===== src/rtl/ps2_event_ctrl.sv =====
// ps2_event_ctrl
// Turns the raw PS/2 scan-code byte stream into complete key events.
// It handles the E0 and F0 prefixes, the E1 pause sequence, the held-key
// repeat filter and the keyboard FIFO overflow flag.
//
// Ports:
//   clk         system clock
//   clrn        asynchronous reset, active-high
//   in_data     byte at the keyboard FIFO head
//   in_valid    in_data is valid
//   in_ready    byte is consumed on this edge when in_valid is also high
//   in_of       keyboard FIFO overflow flag
//   of_clear    clears the keyboard overflow flag (in_of delayed one cycle)
//   ev_code     event scan code
//   ev_ext      event carried an E0 prefix
//   ev_break    event is a key release
//   ev_valid    event valid
//   ev_ready    consumer accepts the event
//   held_count  occupied entries in the held-key table
//   ovf_count   overflow episodes, saturating at 255
//   err_count   keyboard error bytes (0x00/0xFF), saturating at 255
module ps2_event_ctrl #(
    parameter int HELD_DEPTH    = 4,
    parameter bit FILTER_REPEAT = 1'b1
) (
    input  logic       clk,
    input  logic       clrn,
    input  logic [7:0] in_data,
    input  logic       in_valid,
    output logic       in_ready,
    input  logic       in_of,
    output logic       of_clear,
    output logic [7:0] ev_code,
    output logic       ev_ext,
    output logic       ev_break,
    output logic       ev_valid,
    input  logic       ev_ready,
    output logic [3:0] held_count,
    output logic [7:0] ovf_count,
    output logic [7:0] err_count
);

    typedef enum logic [2:0] {S_IDLE, S_E0, S_F0, S_E0F0, S_E1SKIP, S_OUT} state_t;

    state_t state_reg;
    state_t parse_next;
    logic [2:0] skip_reg;
    logic [2:0] skip_next;

    logic       held_valid_reg [HELD_DEPTH];
    logic [8:0] held_key_reg   [HELD_DEPTH];
    logic [HELD_DEPTH-1:0] held_valid;
    logic [HELD_DEPTH-1:0] hit_vec;
    logic [HELD_DEPTH-1:0] ins_onehot;
    logic [HELD_DEPTH-1:0] tbl_set;
    logic [HELD_DEPTH-1:0] tbl_clear;
    logic       hit_any;

    logic       dec_emit;
    logic       dec_track;
    logic       dec_err;
    logic       dec_ext;
    logic       dec_break;
    logic [7:0] dec_code;
    logic [8:0] dec_key;
    logic       dec_drop;

    logic       of_rise;
    logic       take;
    logic       tbl_upd;

    assign in_ready = (state_reg != S_OUT);
    // of_clear doubles as the previous sample of in_of for edge detection.
    assign of_rise  = in_of & ~of_clear;
    // A byte arriving on the overflow edge is consumed but ignored.
    assign take     = in_valid & in_ready & ~of_rise;

    // Byte decode for the current parse state.
    always_comb begin
        parse_next = state_reg;
        skip_next  = skip_reg;
        dec_emit   = 1'b0;
        dec_track  = 1'b0;
        dec_err    = 1'b0;
        dec_ext    = 1'b0;
        dec_break  = 1'b0;
        dec_code   = in_data;
        case (state_reg)
            S_IDLE: begin
                case (in_data)
                    8'hE0: parse_next = S_E0;
                    8'hF0: parse_next = S_F0;
                    8'hE1: begin
                        parse_next = S_E1SKIP;
                        skip_next  = 3'd7;
                    end
                    8'hAA, 8'hFA, 8'hFE, 8'hEE: ;
                    8'h00, 8'hFF: dec_err = 1'b1;
                    default: begin
                        dec_emit  = 1'b1;
                        dec_track = 1'b1;
                    end
                endcase
            end
            S_E0: begin
                if (in_data == 8'hF0) begin
                    parse_next = S_E0F0;
                end else if (in_data == 8'h12) begin
                    parse_next = S_IDLE;   // fake shift
                end else begin
                    dec_emit  = 1'b1;
                    dec_track = 1'b1;
                    dec_ext   = 1'b1;
                end
            end
            S_F0: begin
                dec_emit  = 1'b1;
                dec_track = 1'b1;
                dec_break = 1'b1;
            end
            S_E0F0: begin
                if (in_data == 8'h12) begin
                    parse_next = S_IDLE;
                end else begin
                    dec_emit  = 1'b1;
                    dec_track = 1'b1;
                    dec_ext   = 1'b1;
                    dec_break = 1'b1;
                end
            end
            S_E1SKIP: begin
                skip_next = skip_reg - 3'd1;
                // Pause is reported once, on the last byte of the sequence.
                if (skip_reg == 3'd1) begin
                    dec_emit = 1'b1;
                    dec_code = 8'hE1;
                end
            end
            default: ;
        endcase
    end

    assign dec_key  = {dec_ext, dec_code};
    assign hit_any  = |hit_vec;
    assign dec_drop = dec_emit & dec_track & ~dec_break & FILTER_REPEAT & hit_any;
    assign tbl_upd  = take & dec_emit & dec_track & ~dec_drop;
    assign tbl_clear = {HELD_DEPTH{tbl_upd & dec_break}} & hit_vec;
    // Keys that do not fit in a full table are emitted but not recorded.
    assign tbl_set   = {HELD_DEPTH{tbl_upd & ~dec_break & ~hit_any}} & ins_onehot;

    // Lowest free entry, one-hot.
    always_comb begin
        logic found;
        found      = 1'b0;
        ins_onehot = '0;
        for (int i = 0; i < HELD_DEPTH; i++) begin
            if (!held_valid[i] && !found) begin
                ins_onehot[i] = 1'b1;
                found         = 1'b1;
            end
        end
    end

    always_comb begin
        held_count = 4'd0;
        for (int i = 0; i < HELD_DEPTH; i++) begin
            held_count = held_count + 4'(held_valid[i]);
        end
    end

    genvar gi;
    generate
        for (gi = 0; gi < HELD_DEPTH; gi++) begin : g_held
            assign held_valid[gi] = held_valid_reg[gi];
            assign hit_vec[gi]    = held_valid_reg[gi] && (held_key_reg[gi] == dec_key);

            always_ff @(posedge clk or posedge clrn) begin
                if (clrn) begin
                    held_valid_reg[gi] <= 1'b0;
                    held_key_reg[gi]   <= 9'd0;
                end else if (of_rise || tbl_clear[gi]) begin
                    held_valid_reg[gi] <= 1'b0;
                end else if (tbl_set[gi]) begin
                    held_valid_reg[gi] <= 1'b1;
                    held_key_reg[gi]   <= dec_key;
                end
            end
        end
    endgenerate

    always_ff @(posedge clk or posedge clrn) begin
        if (clrn) begin
            state_reg <= S_IDLE;
            skip_reg  <= 3'd0;
            of_clear  <= 1'b0;
            ev_code   <= 8'd0;
            ev_ext    <= 1'b0;
            ev_break  <= 1'b0;
            ev_valid  <= 1'b0;
            ovf_count <= 8'd0;
            err_count <= 8'd0;
        end else begin
            of_clear <= in_of;
            if (state_reg == S_OUT) begin
                // A pending event survives an overflow episode.
                if (ev_ready) begin
                    ev_valid  <= 1'b0;
                    state_reg <= S_IDLE;
                end
            end else if (of_rise) begin
                state_reg <= S_IDLE;
                skip_reg  <= 3'd0;
            end else if (take) begin
                skip_reg <= skip_next;
                if (dec_err && err_count != 8'hFF) begin
                    err_count <= err_count + 8'd1;
                end
                if (dec_emit && !dec_drop) begin
                    ev_code   <= dec_code;
                    ev_ext    <= dec_ext;
                    ev_break  <= dec_break;
                    ev_valid  <= 1'b1;
                    state_reg <= S_OUT;
                end else if (dec_emit) begin
                    state_reg <= S_IDLE;
                end else begin
                    state_reg <= parse_next;
                end
            end
            if (of_rise && ovf_count != 8'hFF) begin
                ovf_count <= ovf_count + 8'd1;
            end
        end
    end

endmodule


===== config.mk =====
export PLATFORM = sky130hd
export DESIGN_NAME = ps2_event_ctrl
export DESIGN_NICKNAME = d
export VERILOG_FILES = /design/src/rtl/ps2_event_ctrl.sv
export SDC_FILE = /design/constraint.sdc
export NUM_CORES = 1
export LEC_CHECK = 0
export BUFFER_PORTS_ARGS = -buffer_cell sky130_fd_sc_hd__buf_2
export CAP_MARGIN = 40
export CORE_MARGIN = 4
export CORE_UTILIZATION = 59
export DETAILED_ROUTE_END_ITERATION = 8
export GPL_TIMING_DRIVEN = 0
export PLACE_DENSITY = 0.83
export SLEW_MARGIN = 20
export SYNTH_ARGS = -nofsm -noshare
export SYNTH_HDL_FRONTEND = slang
export SYNTH_SLANG_ARGS = --single-unit
export TNS_END_PERCENT = 100

===== constraint.sdc =====
create_clock -name clk -period 3.8 [get_ports clk]
set_clock_uncertainty 0.15 [all_clocks]
set_input_delay 0.38 -clock clk [delete_from_list [all_inputs] [get_ports clk]]
set_output_delay 0.38 -clock clk [all_outputs]
set_load 0.05 [all_outputs]

==> results.py <==
metrics = {
    "synthesis": {
        "syn-cell-area_mm2": 0.00429,
        "ys_warn_count": 0,
        "synth.largest_area_cell": "dfrtp_1",
        "synth_edf_count": 0,
        "ys_async_sr_fraction_pct": 100,
        "synthFlopType": "dfrtp_1",
        "avgSynthCellArea_um2": 10.7,
        "synth_top_cell_area_share_pct": 43.1,
        "synth_nets": 424,
        "ys_seq_area_share_pct": 43.1,
        "yosys.cell_types.count": 70,
        "synthTopCellsByArea": "dfrtp_1, mux2_2, xor2_1",
        "synthCells": 402,
        "ys_seq_elements": 74,
    },
    "clock_tree": {
        "tritoncts": "built",
        "clkLatencyLatePin_ns": 0.35,
        "clockRootBuffer": "clkbuf_8",
        "clockBufferDepth": 2,
        "clkSinkCount": 74,
        "htreeDepth": 3,
        "postCtsResizedCells": 0,
        "clk_transition_reported_paths_ns": 0.07,
        "cts_made_buffers": 9,
    },
    "finish": {
        "drive_above_1_share_pct": 28.8,
        "area_delta_synth_final_pct": 13.7,
        "mostFrequentLayoutCells": "dfrtp_1, buf_2, mux2_2, nand2_1, inv_1",
        "diodes": 0,
        "final_common_cell": "dfrtp_1",
        "n_fill_cell": 516,
        "largest_reg_flops": 36,
        "fin_area_mm2": 0.00488,
        "nNetsFinal": 481,
    },
    "sta": {
        "finalHoldViolations": 0,
        "max_freq_ghz": 0.286,
        "timing.final.crit_share_pct": 92.2,
        "min_period_ns": 3.50,
        "setup_viol": 0,
        "rsz0062_at_grt": "no",
        "relSlewSlack_pct": 44.6,
        "fin_setup_tns_ns": 0,
        "slew_violations": 0,
        "worstMarginPinSlew_ns": 0.828,
    },
    "route": {
        "ant_nets": 0,
        "drt_first_pass_iters": 6,
        "dr_wl_met2_um": 4700,
        "drt-wirelength-per-cell_um": 17.8,
        "vias": 3464,
        "wl_met3_um": 749,
        "vias_per_cell": 6.21,
        "wirelength_met1_um": 4310,
        "top_layer_used": "met4",
        "drt-initial-drc-count": 416,
        "wl_um": 9920,
        "drcViolationCount": 0,
    },
    "grt": {
        "grt_pass1_wl_um": 16500,
        "grt_start_max_net_pins": 53,
        "antenna_found_initial": 0,
        "grt_util_all_layers_pct": 24.1,
        "overflow": 0,
        "grt_pass1_vias": 3262,
    },
    "power": {
        "p_leak_nw": 2.25,
        "powerDensity_mw_per_mm2": 709,
        "seqPwrFrac_pct": 37.0,
        "p_switching_w": 0.00147,
        "switching_share_pct": 42.6,
        "p_int_w": 0.00198,
        "p_clk_share_pct": 17.8,
        "peakVddDrop_mv": 0.446,
        "power.share.combinational_pct": 45.2,
    },
    "place": {
        "placement.io_buffers": 39,
        "place_area_mm2": 0.00464,
        "place.gp.congestion": 0.889,
        "dpl.hpwl_um": 7090,
    },
    "floorplanning": {
        "die-area_mm2": 0.00871,
        "die_h_um": 93.3,
        "initial_core_util_pct": 61.8,
        "pin_count": 46,
        "num_rows": 30,
        "core_area_mm2": 0.00694,
        "die_w_um": 93.3,
    },
    "critical_path": {
        "critPathRequiredTime_ns": 3.88,
        "cp-start-kind": "flip-flop",
        "timing_worst_setup_path_type": "flip-flop to flip-flop",
        "cp_max_fo": 10,
        "cp_slowest_cell": "a2111oi_2",
        "worstPathArrival_ns": 3.58,
        "path_cells": "nor3b_2 > nand2_1 > buf_2 > nand2b_1 > xor2_1 > a2111oi_2 > nor4_4 > buf_4 > o211a_1 > buf_6 > mux2_4",
        "end_kind": "flip-flop",
        "slowest_delay_ns": 0.56,
    },
    "flow_run": {
        "max_cap_viol_count": 0,
    },
    "outcome": {
        "outcome": "completed",
    },
    "min_path": {
        "hold_path_class": "primary input to flip-flop",
    },
}
## what timing repair did
item,4_1_cts,5_1_grt
setup endpoints to repair,0,8
endpoints found under the hold margin,23,0
buffers inserted,0,4
hold buffers,2,0
## final cells by class
cell class	instances	area, µm²	share of cell area, %
buffer	19	135	2.77
clock buffer	11	151	3.10
clock inverter	3	40.0	0.820
inverter	27	104	2.13
multi-input combinational	282	2210	45.2
sequential	74	1850	37.9
tap	96	120	2.46
timing repair buffer	46	273	5.59
## Yosys cell counts (3+ instances only)
library cell and number:
nand3_4 3, a31oi_1 3, mux2_2 39, o21ai_0 15
dfrtp_1 74, and3_1 4, xnor2_1 12, nand2b_1 5
nor3b_1 4, xor2_1 17, buf_6 7, ha_1 8
mux2_4 8, buf_2 5, a211oi_1 6, nand2_1 27
nor2b_1 3, inv_1 27, o22ai_1 9, nor4b_1 3
nand3_1 8, clkbuf_1 5, nor2_1 20, nand4_1 10
a21oi_1 16, nor3_1 9
## worst paths after layout
path | start | to | slack (ns) | cells past startpoint
worst max-delay path | state_reg[0]$_DFFE_PP0P_ | ev_code[1]$_DFFE_PP0P_ | 0.30 | 11
worst min-delay path | ev_ready | ev_valid$_DFFE_PP0P_ | 0.19 | 3
worst max register to register | state_reg[0]$_DFFE_PP0P_ | ev_code[1]$_DFFE_PP0P_ | 0.30 | 11
worst min register to register | skip_reg[1]$_DFFE_PP0P_ | skip_reg[1]$_DFFE_PP0P_ | 0.33 | 1
max in group asynchronous | clrn | held_key_reg[33]$_DFFE_PP0P_ | 2.56 | 4
min in group asynchronous | clrn | ovf_count[0]$_DFFE_PP0P_ | 0.39 | 3
## worst max-delay path, delay by kind of cell, from the launching register on
kind | cells | cell delay, ns
compound gates | 2 | 0.79
xor+xnor | 1 | 0.13
buf+inv | 3 | 0.58
flops | 1 | 0.46
mux | 1 | 0.30
simple gates | 4 | 0.96
## routing by layer
metal  track usage [%]  vias to the layer above
met5                 0                        -
met4              7.20                        0
met3              5.87                       26
met2              37.5                      158
met1              33.5                     1702
li1                  -                     1578
## logic make-up after synthesis
kind of cell	count (synthesis)	share of synthesized area, %
adders and majority gates	9	2.80
and+or+nand+nor	111	15.6
AOI/OAI and AO/OA	84	13.7
buffers and inverters	46	5.51
muxes	48	13.3
other	1	0.0873
DFF	74	43.1
xor gates and xnor gates	29	5.91
## power by group through the flow
stage / Clock, W / Sequential (W) / Combinational [W]
2_1_floorplan: 0 / 0.00154 / 0.000951
3_5_place_dp: 0 / 0.00129 / 0.00155
5_1_grt: 0.000670 / 0.00132 / 0.00168
4_1_cts: 0.000627 / 0.00127 / 0.00156
3_3_place_gp: 0 / 0.00128 / 0.00151
6_report: 0.000615 / 0.00128 / 0.00156
## per-stage QoR
stage / total power (W) / setup WS (ns) / util (%) / std cells / hold slack (ns)
2_1_floorplan: 0.00249 / 0.628 / - / 402 / 0.261
4_1_cts: 0.00346 / 0.234 / 69.9 / 554 / 0.183
3_3_place_gp: 0.00278 / 0.262 / 66.4 / 537 / 0.309
5_1_grt: 0.00367 / 0.113 / 70.3 / 558 / 0.210
6_report: 0.00346 / 0.297 / 70.3 / 558 / 0.194
3_5_place_dp: 0.00284 / 0.245 / 66.8 / 538 / 0.219
No activity file was read; power rests on OpenSTA's default activity.
